`src/rtl/nibbler_sequencer_if.sv`:
```
// Nibbler sequencer bus: ROM/ALU status in, datapath controls out.
// master = sequencer, slave = datapath/ROM/memory side.
interface nibbler_sequencer_if;
  logic        run;
  logic [7:0]  instr;
  logic        alu_c;
  logic        alu_z;
  logic [11:0] pc;
  logic [3:0]  imm;
  logic [11:0] mem_addr;
  logic [1:0]  alu_op;
  logic [1:0]  b_sel;
  logic        a_load;
  logic        mem_we;
  logic        out_we;
  logic        in_re;
  logic        c_flag;
  logic        z_flag;
  logic        busy;

  modport master (
    input  run, instr, alu_c, alu_z,
    output pc, imm, mem_addr, alu_op, b_sel,
    output a_load, mem_we, out_we, in_re,
    output c_flag, z_flag, busy
  );

  modport slave (
    output run, instr, alu_c, alu_z,
    input  pc, imm, mem_addr, alu_op, b_sel,
    input  a_load, mem_we, out_we, in_re,
    input  c_flag, z_flag, busy
  );
endinterface

```
`src/rtl/nibbler_sequencer.sv`:
```
// Nibbler 4-bit CPU sequencer: FETCH -> [ADDR] -> EXEC.
// Ports: clk, reset (async, active-low), bus (master modport).
module nibbler_sequencer (
  input  logic                  clk,
  input  logic                  reset,
  nibbler_sequencer_if.master   bus
);

  typedef enum logic [1:0] {
    S_FETCH = 2'd0,
    S_ADDR  = 2'd1,
    S_EXEC  = 2'd2
  } state_e;

  localparam logic [3:0] OP_JC   = 4'h0;
  localparam logic [3:0] OP_JNC  = 4'h1;
  localparam logic [3:0] OP_JZ   = 4'h2;
  localparam logic [3:0] OP_JNZ  = 4'h3;
  localparam logic [3:0] OP_CMPI = 4'h4;
  localparam logic [3:0] OP_CMPM = 4'h5;
  localparam logic [3:0] OP_LIT  = 4'h6;
  localparam logic [3:0] OP_IN   = 4'h7;
  localparam logic [3:0] OP_LD   = 4'h8;
  localparam logic [3:0] OP_ST   = 4'h9;
  localparam logic [3:0] OP_ADDI = 4'hA;
  localparam logic [3:0] OP_ADDM = 4'hB;
  localparam logic [3:0] OP_JMP  = 4'hC;
  localparam logic [3:0] OP_OUT  = 4'hD;
  localparam logic [3:0] OP_NORI = 4'hE;
  localparam logic [3:0] OP_NORM = 4'hF;

  state_e      state_q, state_d;
  logic [11:0] pc_q, pc_d;
  logic [7:0]  ir_q, ir_d;
  logic [11:0] addr_q, addr_d;
  logic        c_q, c_d;
  logic        z_q, z_d;

  logic [3:0]  op;
  logic        take;
  logic        a_load, mem_we, out_we, in_re;
  logic [1:0]  alu_op, b_sel;

  assign op = ir_q[7:4];

  function automatic logic two_byte(input logic [3:0] o);
    unique case (o)
      OP_JC, OP_JNC, OP_JZ, OP_JNZ,
      OP_CMPM, OP_LD, OP_ST, OP_ADDM,
      OP_JMP, OP_NORM: two_byte = 1'b1;
      default:         two_byte = 1'b0;
    endcase
  endfunction

  always_ff @(posedge clk or negedge reset) begin
    if (!reset) begin
      state_q <= S_FETCH;
      pc_q    <= '0;
      ir_q    <= '0;
      addr_q  <= '0;
      c_q     <= 1'b0;
      z_q     <= 1'b0;
    end else begin
      state_q <= state_d;
      pc_q    <= pc_d;
      ir_q    <= ir_d;
      addr_q  <= addr_d;
      c_q     <= c_d;
      z_q     <= z_d;
    end
  end

  always_comb begin
    state_d = state_q;
    pc_d    = pc_q;
    ir_d    = ir_q;
    addr_d  = addr_q;
    c_d     = c_q;
    z_d     = z_q;
    take    = 1'b0;
    a_load  = 1'b0;
    mem_we  = 1'b0;
    out_we  = 1'b0;
    in_re   = 1'b0;
    alu_op  = 2'b00;
    b_sel   = 2'b00;

    unique case (state_q)
      S_FETCH: begin
        if (bus.run) begin
          ir_d    = bus.instr;
          pc_d    = pc_q + 12'd1;
          state_d = two_byte(bus.instr[7:4]) ? S_ADDR : S_EXEC;
        end
      end
      S_ADDR: begin
        addr_d  = {ir_q[3:0], bus.instr};
        pc_d    = pc_q + 12'd1;
        state_d = S_EXEC;
      end
      S_EXEC: begin
        state_d = S_FETCH;
        unique case (op)
          OP_JC:   take = c_q;
          OP_JNC:  take = !c_q;
          OP_JZ:   take = z_q;
          OP_JNZ:  take = !z_q;
          OP_JMP:  take = 1'b1;
          OP_CMPI: begin
            alu_op = 2'b10;
            c_d    = bus.alu_c;
            z_d    = bus.alu_z;
          end
          OP_CMPM: begin
            alu_op = 2'b10;
            b_sel  = 2'b01;
            c_d    = bus.alu_c;
            z_d    = bus.alu_z;
          end
          OP_LIT:  a_load = 1'b1;
          OP_IN: begin
            a_load = 1'b1;
            in_re  = 1'b1;
            b_sel  = 2'b10;
          end
          OP_LD: begin
            a_load = 1'b1;
            b_sel  = 2'b01;
          end
          OP_ST:   mem_we = 1'b1;
          OP_ADDI: begin
            a_load = 1'b1;
            alu_op = 2'b01;
            c_d    = bus.alu_c;
            z_d    = bus.alu_z;
          end
          OP_ADDM: begin
            a_load = 1'b1;
            alu_op = 2'b01;
            b_sel  = 2'b01;
            c_d    = bus.alu_c;
            z_d    = bus.alu_z;
          end
          OP_OUT:  out_we = 1'b1;
          OP_NORI: begin
            a_load = 1'b1;
            alu_op = 2'b11;
            z_d    = bus.alu_z;
          end
          OP_NORM: begin
            a_load = 1'b1;
            alu_op = 2'b11;
            b_sel  = 2'b01;
            z_d    = bus.alu_z;
          end
          default: ;
        endcase
        // not-taken jumps leave pc already past the operand byte
        if (take) pc_d = addr_q;
      end
      default: state_d = S_FETCH;
    endcase
  end

  assign bus.pc       = pc_q;
  assign bus.imm      = ir_q[3:0];
  assign bus.mem_addr = addr_q;
  assign bus.alu_op   = alu_op;
  assign bus.b_sel    = b_sel;
  assign bus.a_load   = a_load;
  assign bus.mem_we   = mem_we;
  assign bus.out_we   = out_we;
  assign bus.in_re    = in_re;
  assign bus.c_flag   = c_q;
  assign bus.z_flag   = z_q;
  assign bus.busy     = (state_q != S_FETCH);

endmodule

```
`src/flat_wrapper.sv`:
```
// flat-port wrapper written by rule: the top's interface ports become plain ports
module nibbler_sequencer_flat 
  (clk, reset, bus_run, bus_instr, bus_alu_c, bus_alu_z, bus_pc, bus_imm, bus_mem_addr, bus_alu_op, bus_b_sel, bus_a_load, bus_mem_we, bus_out_we, bus_in_re, bus_c_flag, bus_z_flag, bus_busy);
  nibbler_sequencer_if bus_i ();
  input  logic clk;
  input  logic reset;
  input wire logic [$bits(bus_i.run)-1:0] bus_run;
  input wire logic [$bits(bus_i.instr)-1:0] bus_instr;
  input wire logic [$bits(bus_i.alu_c)-1:0] bus_alu_c;
  input wire logic [$bits(bus_i.alu_z)-1:0] bus_alu_z;
  output wire logic [$bits(bus_i.pc)-1:0] bus_pc;
  output wire logic [$bits(bus_i.imm)-1:0] bus_imm;
  output wire logic [$bits(bus_i.mem_addr)-1:0] bus_mem_addr;
  output wire logic [$bits(bus_i.alu_op)-1:0] bus_alu_op;
  output wire logic [$bits(bus_i.b_sel)-1:0] bus_b_sel;
  output wire logic [$bits(bus_i.a_load)-1:0] bus_a_load;
  output wire logic [$bits(bus_i.mem_we)-1:0] bus_mem_we;
  output wire logic [$bits(bus_i.out_we)-1:0] bus_out_we;
  output wire logic [$bits(bus_i.in_re)-1:0] bus_in_re;
  output wire logic [$bits(bus_i.c_flag)-1:0] bus_c_flag;
  output wire logic [$bits(bus_i.z_flag)-1:0] bus_z_flag;
  output wire logic [$bits(bus_i.busy)-1:0] bus_busy;
  assign bus_i.run = bus_run;
  assign bus_i.instr = bus_instr;
  assign bus_i.alu_c = bus_alu_c;
  assign bus_i.alu_z = bus_alu_z;
  assign bus_pc = bus_i.pc;
  assign bus_imm = bus_i.imm;
  assign bus_mem_addr = bus_i.mem_addr;
  assign bus_alu_op = bus_i.alu_op;
  assign bus_b_sel = bus_i.b_sel;
  assign bus_a_load = bus_i.a_load;
  assign bus_mem_we = bus_i.mem_we;
  assign bus_out_we = bus_i.out_we;
  assign bus_in_re = bus_i.in_re;
  assign bus_c_flag = bus_i.c_flag;
  assign bus_z_flag = bus_i.z_flag;
  assign bus_busy = bus_i.busy;
  nibbler_sequencer u_core (.clk(clk), .reset(reset), .bus(bus_i));
endmodule
```
`config.mk`:
```
export PLATFORM = sky130hd
export DESIGN_NAME = nibbler_sequencer_flat
export DESIGN_NICKNAME = d
export VERILOG_FILES = /design/src/rtl/nibbler_sequencer_if.sv /design/src/rtl/nibbler_sequencer.sv /design/src/flat_wrapper.sv
export SDC_FILE = /design/constraint.sdc
export NUM_CORES = 1
export LEC_CHECK = 0
export ABC_AREA = 1
export BUFFER_PORTS_ARGS = -buffer_cell sky130_fd_sc_hd__buf_2
export CAP_MARGIN = 20
export CORE_UTILIZATION = 40
export DETAILED_ROUTE_END_ITERATION = 12
export GPL_ROUTABILITY_DRIVEN = 1
export SLEW_MARGIN = 40
export SYNTH_ARGS = -nofsm -noshare
export SYNTH_HDL_FRONTEND = slang
export SYNTH_SLANG_ARGS = --single-unit
```
`constraint.sdc`:
```
create_clock -name clk -period 1.7 [get_ports clk]
set_clock_uncertainty 0.05 [all_clocks]
set_input_delay 0.34 -clock clk [delete_from_list [all_inputs] [get_ports clk]]
set_output_delay 0.34 -clock clk [all_outputs]
set_load 0.005 [all_outputs]
```
==> impl_metrics.csv <==
group,metric,value,unit
synth,yosysWarnings,0,
placement,detailed_place.area,2366,um^2
synth,yosysSeqAreaShare,44.47,%
final_layout,layout.nets,354,
sta,relSlewSlack,65.90,%
route,ant_nets,0,
critical_path,cp-start-kind,"flip-flop",
floorplanning,initial_utilization,42.33,%
sta,min_period_over_period,103.1,%
critical_path,crit_path_end_kind,"primary output",
synth,synth_area_per_cell,7.447,um^2
power_and_ir_drop,powerDensity,1420,nW/um^2
floorplanning,io_pins,52,
synth,synthArstFlopShare,100.0,%
sta,grt_setup_unrepaired,"yes",
clocking,cts_tree,"yes",
global_route,grt_use_total,19.19,%
critical_path,cp.arrival,1360,ps
synth,ys_ff_latch,36,
power_and_ir_drop,p_leak,0.001395,uW
floorplanning,std_cell_rows,25,
clocking,root_buffer,"clkbuf_8",
clocking,cts_sinks,36,
synth,netlist_area,2026,um^2
placement,hpwlAfterDp,3611,um
route,num_vias,1945,
global_route,overflow,0,
floorplanning,dieArea,5353,um^2
synth,synth_fp_nets,288,
global_route,grt_pass1_vias,1724,
critical_path,required,1310,ps
placement,place_congestion,0.8679,
floorplanning,dieHeight,73.17,um
final_layout,fin_area,2603,um^2
route,drt_first_pass_iters,4,
sta,worst_pin_slew,511.4,ps
critical_path,criticalPathCategory,"reg -> out",
synth,synth_commonest_cells,"nand2_1 (95), dfrtp_1 (36), inv_1 (27), nand3_1 (27), o21ai_0 (25)",
outcome,failed_checks,"negative setup slack",
final_layout,area_growth,28.47,%
final_layout,antenna_cells,0,
floorplanning,core_area,4786,um^2
outcome,status,"finished with violations",
clocking,clk_latency,290,ps
clocking,clkSlewWorstSetupHoldPaths,80,ps
synth,ys.flop_type,"dfrtp_1",
synth,synth_cell_type_count,25,
route,vias_per_cell,4.791,
clocking,cts_max_level,2,
hold_path,hold_path.class,"in -> reg",
power_and_ir_drop,power.total,3695,uW
sta,worst_slack,-53.30,ps
synth,syn_inst,272,
synth,synth_edf_count,0,
sta,fin_tns_setup,-103.2,ps
route,first_iter_violations,110,
sta,max_freq,570.4,MHz
synth,yosysMostFrequentCell,"nand2_1",
critical_path,crit_fanout,4,
global_route,grt_start_max_net_pins,25,
global_route,antenna_found_initial,0,
route,wl_per_cell,12.33,um
synth,synth.top_cells.by_area,"dfrtp_1 (44%), nand2_1 (18%), nand3_1 (6.7%)",
clocking,clockBufferDepth,2,
sta,timing.hold.ws,248.1,ps
synth,yosysTopAreaCell,"dfrtp_1",
sta,setup_viol,3,
synth,netlist.area_leader.share,44.47,%
flow_run,maxCapViolations,0,
power_and_ir_drop,irDropWorstVdd,0.0008047,V
floorplanning,die_x,73.17,um
clocking,cts_made_buffers,5,
sta,slew_violations,0,
sta,hold_viol,0,
sta,fin_crit,1753,ps
placement,portBuffers,51,
final_layout,layout-drive-gt1-share,30.97,%
route,drt-total-wl,5008,um
global_route,grt_pass1_wl,7852,um
route,drc,0,
==> layout make-up <==
class                           instances  area [um^2]
Fill cell                             475         2183
Multi-Input combinational cell        198         1003
Timing Repair Buffer                   69        412.9
Clock inverter                          3        23.77
Sequential cell                        36        904.6
Tap cell                               67        83.83
Inverter                               28        105.1
Clock buffer                            5        68.82
==> layer usage <==
| metal | vias up | GRT usage, % | routed length (um) |
|---|---|---|---|
| met4 | 0 | 5.882 | 33 |
| met1 | 894 | 27.36 | 2521 |
| met2 | 41 | 29.22 | 2239 |
| met5 | - | 0 | 0 |
| met3 | 5 | 3.867 | 214 |
| li1 | 1005 | - | - |
==> per-stage QoR <==
stage | instances | utilization (%) | setup slack [ps]
after CTS | 399 | 52.31 | -39.98
final | 406 | 54.38 | -53.30
after detailed placement | 387 | 49.44 | 146.4
after global routing | 406 | 54.38 | -158.7
after global placement | 387 | 49.44 | 170.1
after floorplan | 272 | - | 148.4
==> path summary, 6_finish.rpt <==
path / start / endpoint / slack (ps) / cells after the start
max: u_core.ir_q[6]$_DFFE_PN0P_ / bus_b_sel[0] / -50 / 6
min: bus_alu_c / u_core.bus.c_flag$_DFFE_PN0P_ / 250 / 3
max reg2reg: u_core.ir_q[6]$_DFFE_PN0P_ / u_core.bus.pc[3]$_DFFE_PN0P_ / 70 / 11
min reg2reg: u_core.ir_q[0]$_DFFE_PN0P_ / u_core.ir_q[0]$_DFFE_PN0P_ / 460 / 2
max in group asynchronous: reset / u_core.bus.pc[0]$_DFFE_PN0P_ / 750 / 3
min in group asynchronous: reset / u_core.ir_q[6]$_DFFE_PN0P_ / 420 / 2
==> flip-flops by register name, indices dropped and copies added (netlist names) <==
| signal | count |
|---|---|
| u_core.bus.c_flag | 1 |
| u_core.state_q | 2 |
| u_core.bus.pc | 12 |
| u_core.bus.mem_addr | 12 |
| u_core.ir_q | 8 |
| u_core.bus.z_flag | 1 |
==> critical path, cell delays in order, from the launching register on <==
cell,delay (ps)
dfrtp_2,450
inv_2,90
nand2_2,60
o31ai_1,240
nand2_1,80
inv_1,50
buf_2,100
==> layout by cell type, fill, tap and decap left out, drive strengths merged <==
cell type,n
inv,28
mux2,4
o31ai,1
nor3,2
clkinvlp,2
nor2,20
ha,3
clkinv,1
a21o,1
o21ai,29
or2,2
dlygate4sd3,1
dfrtp,36
nand4,2
nand2,99
buf,68
nor4,2
clkbuf,5
a21oi,4
nand3,29
==> report_power, final <==
part | total [uW] | switching (uW) | internal [uW]
Clock | 625 | 335 | 290
Combinational | 1510 | 807 | 699
Sequential | 1560 | 382 | 1180
==> what timing repair did <==
item	in CTS	in global routing
hold buffers	1	0
gates resized for setup	8	10
cloned	0	1
pin swaps	1	3
setup buffers	3	6
setup endpoints to repair	7	10
endpoints found under the hold margin	12	0
==> kinds of logic (layout without fill, tap and decap cells) <==
kind of cell / Yosys count / count (layout) / synth area share, %
AOI/OAI and AO/OA: 35 / 35 / 9.636
adders and majority gates: 3 / 3 / 1.853
buffers and inverters: 39 / 105 / 8.709
DFF: 36 / 36 / 44.47
muxes: 4 / 4 / 2.223
and+or+nand+nor: 155 / 156 / 33.11
Note: power is estimated with default switching activity, not from simulation.
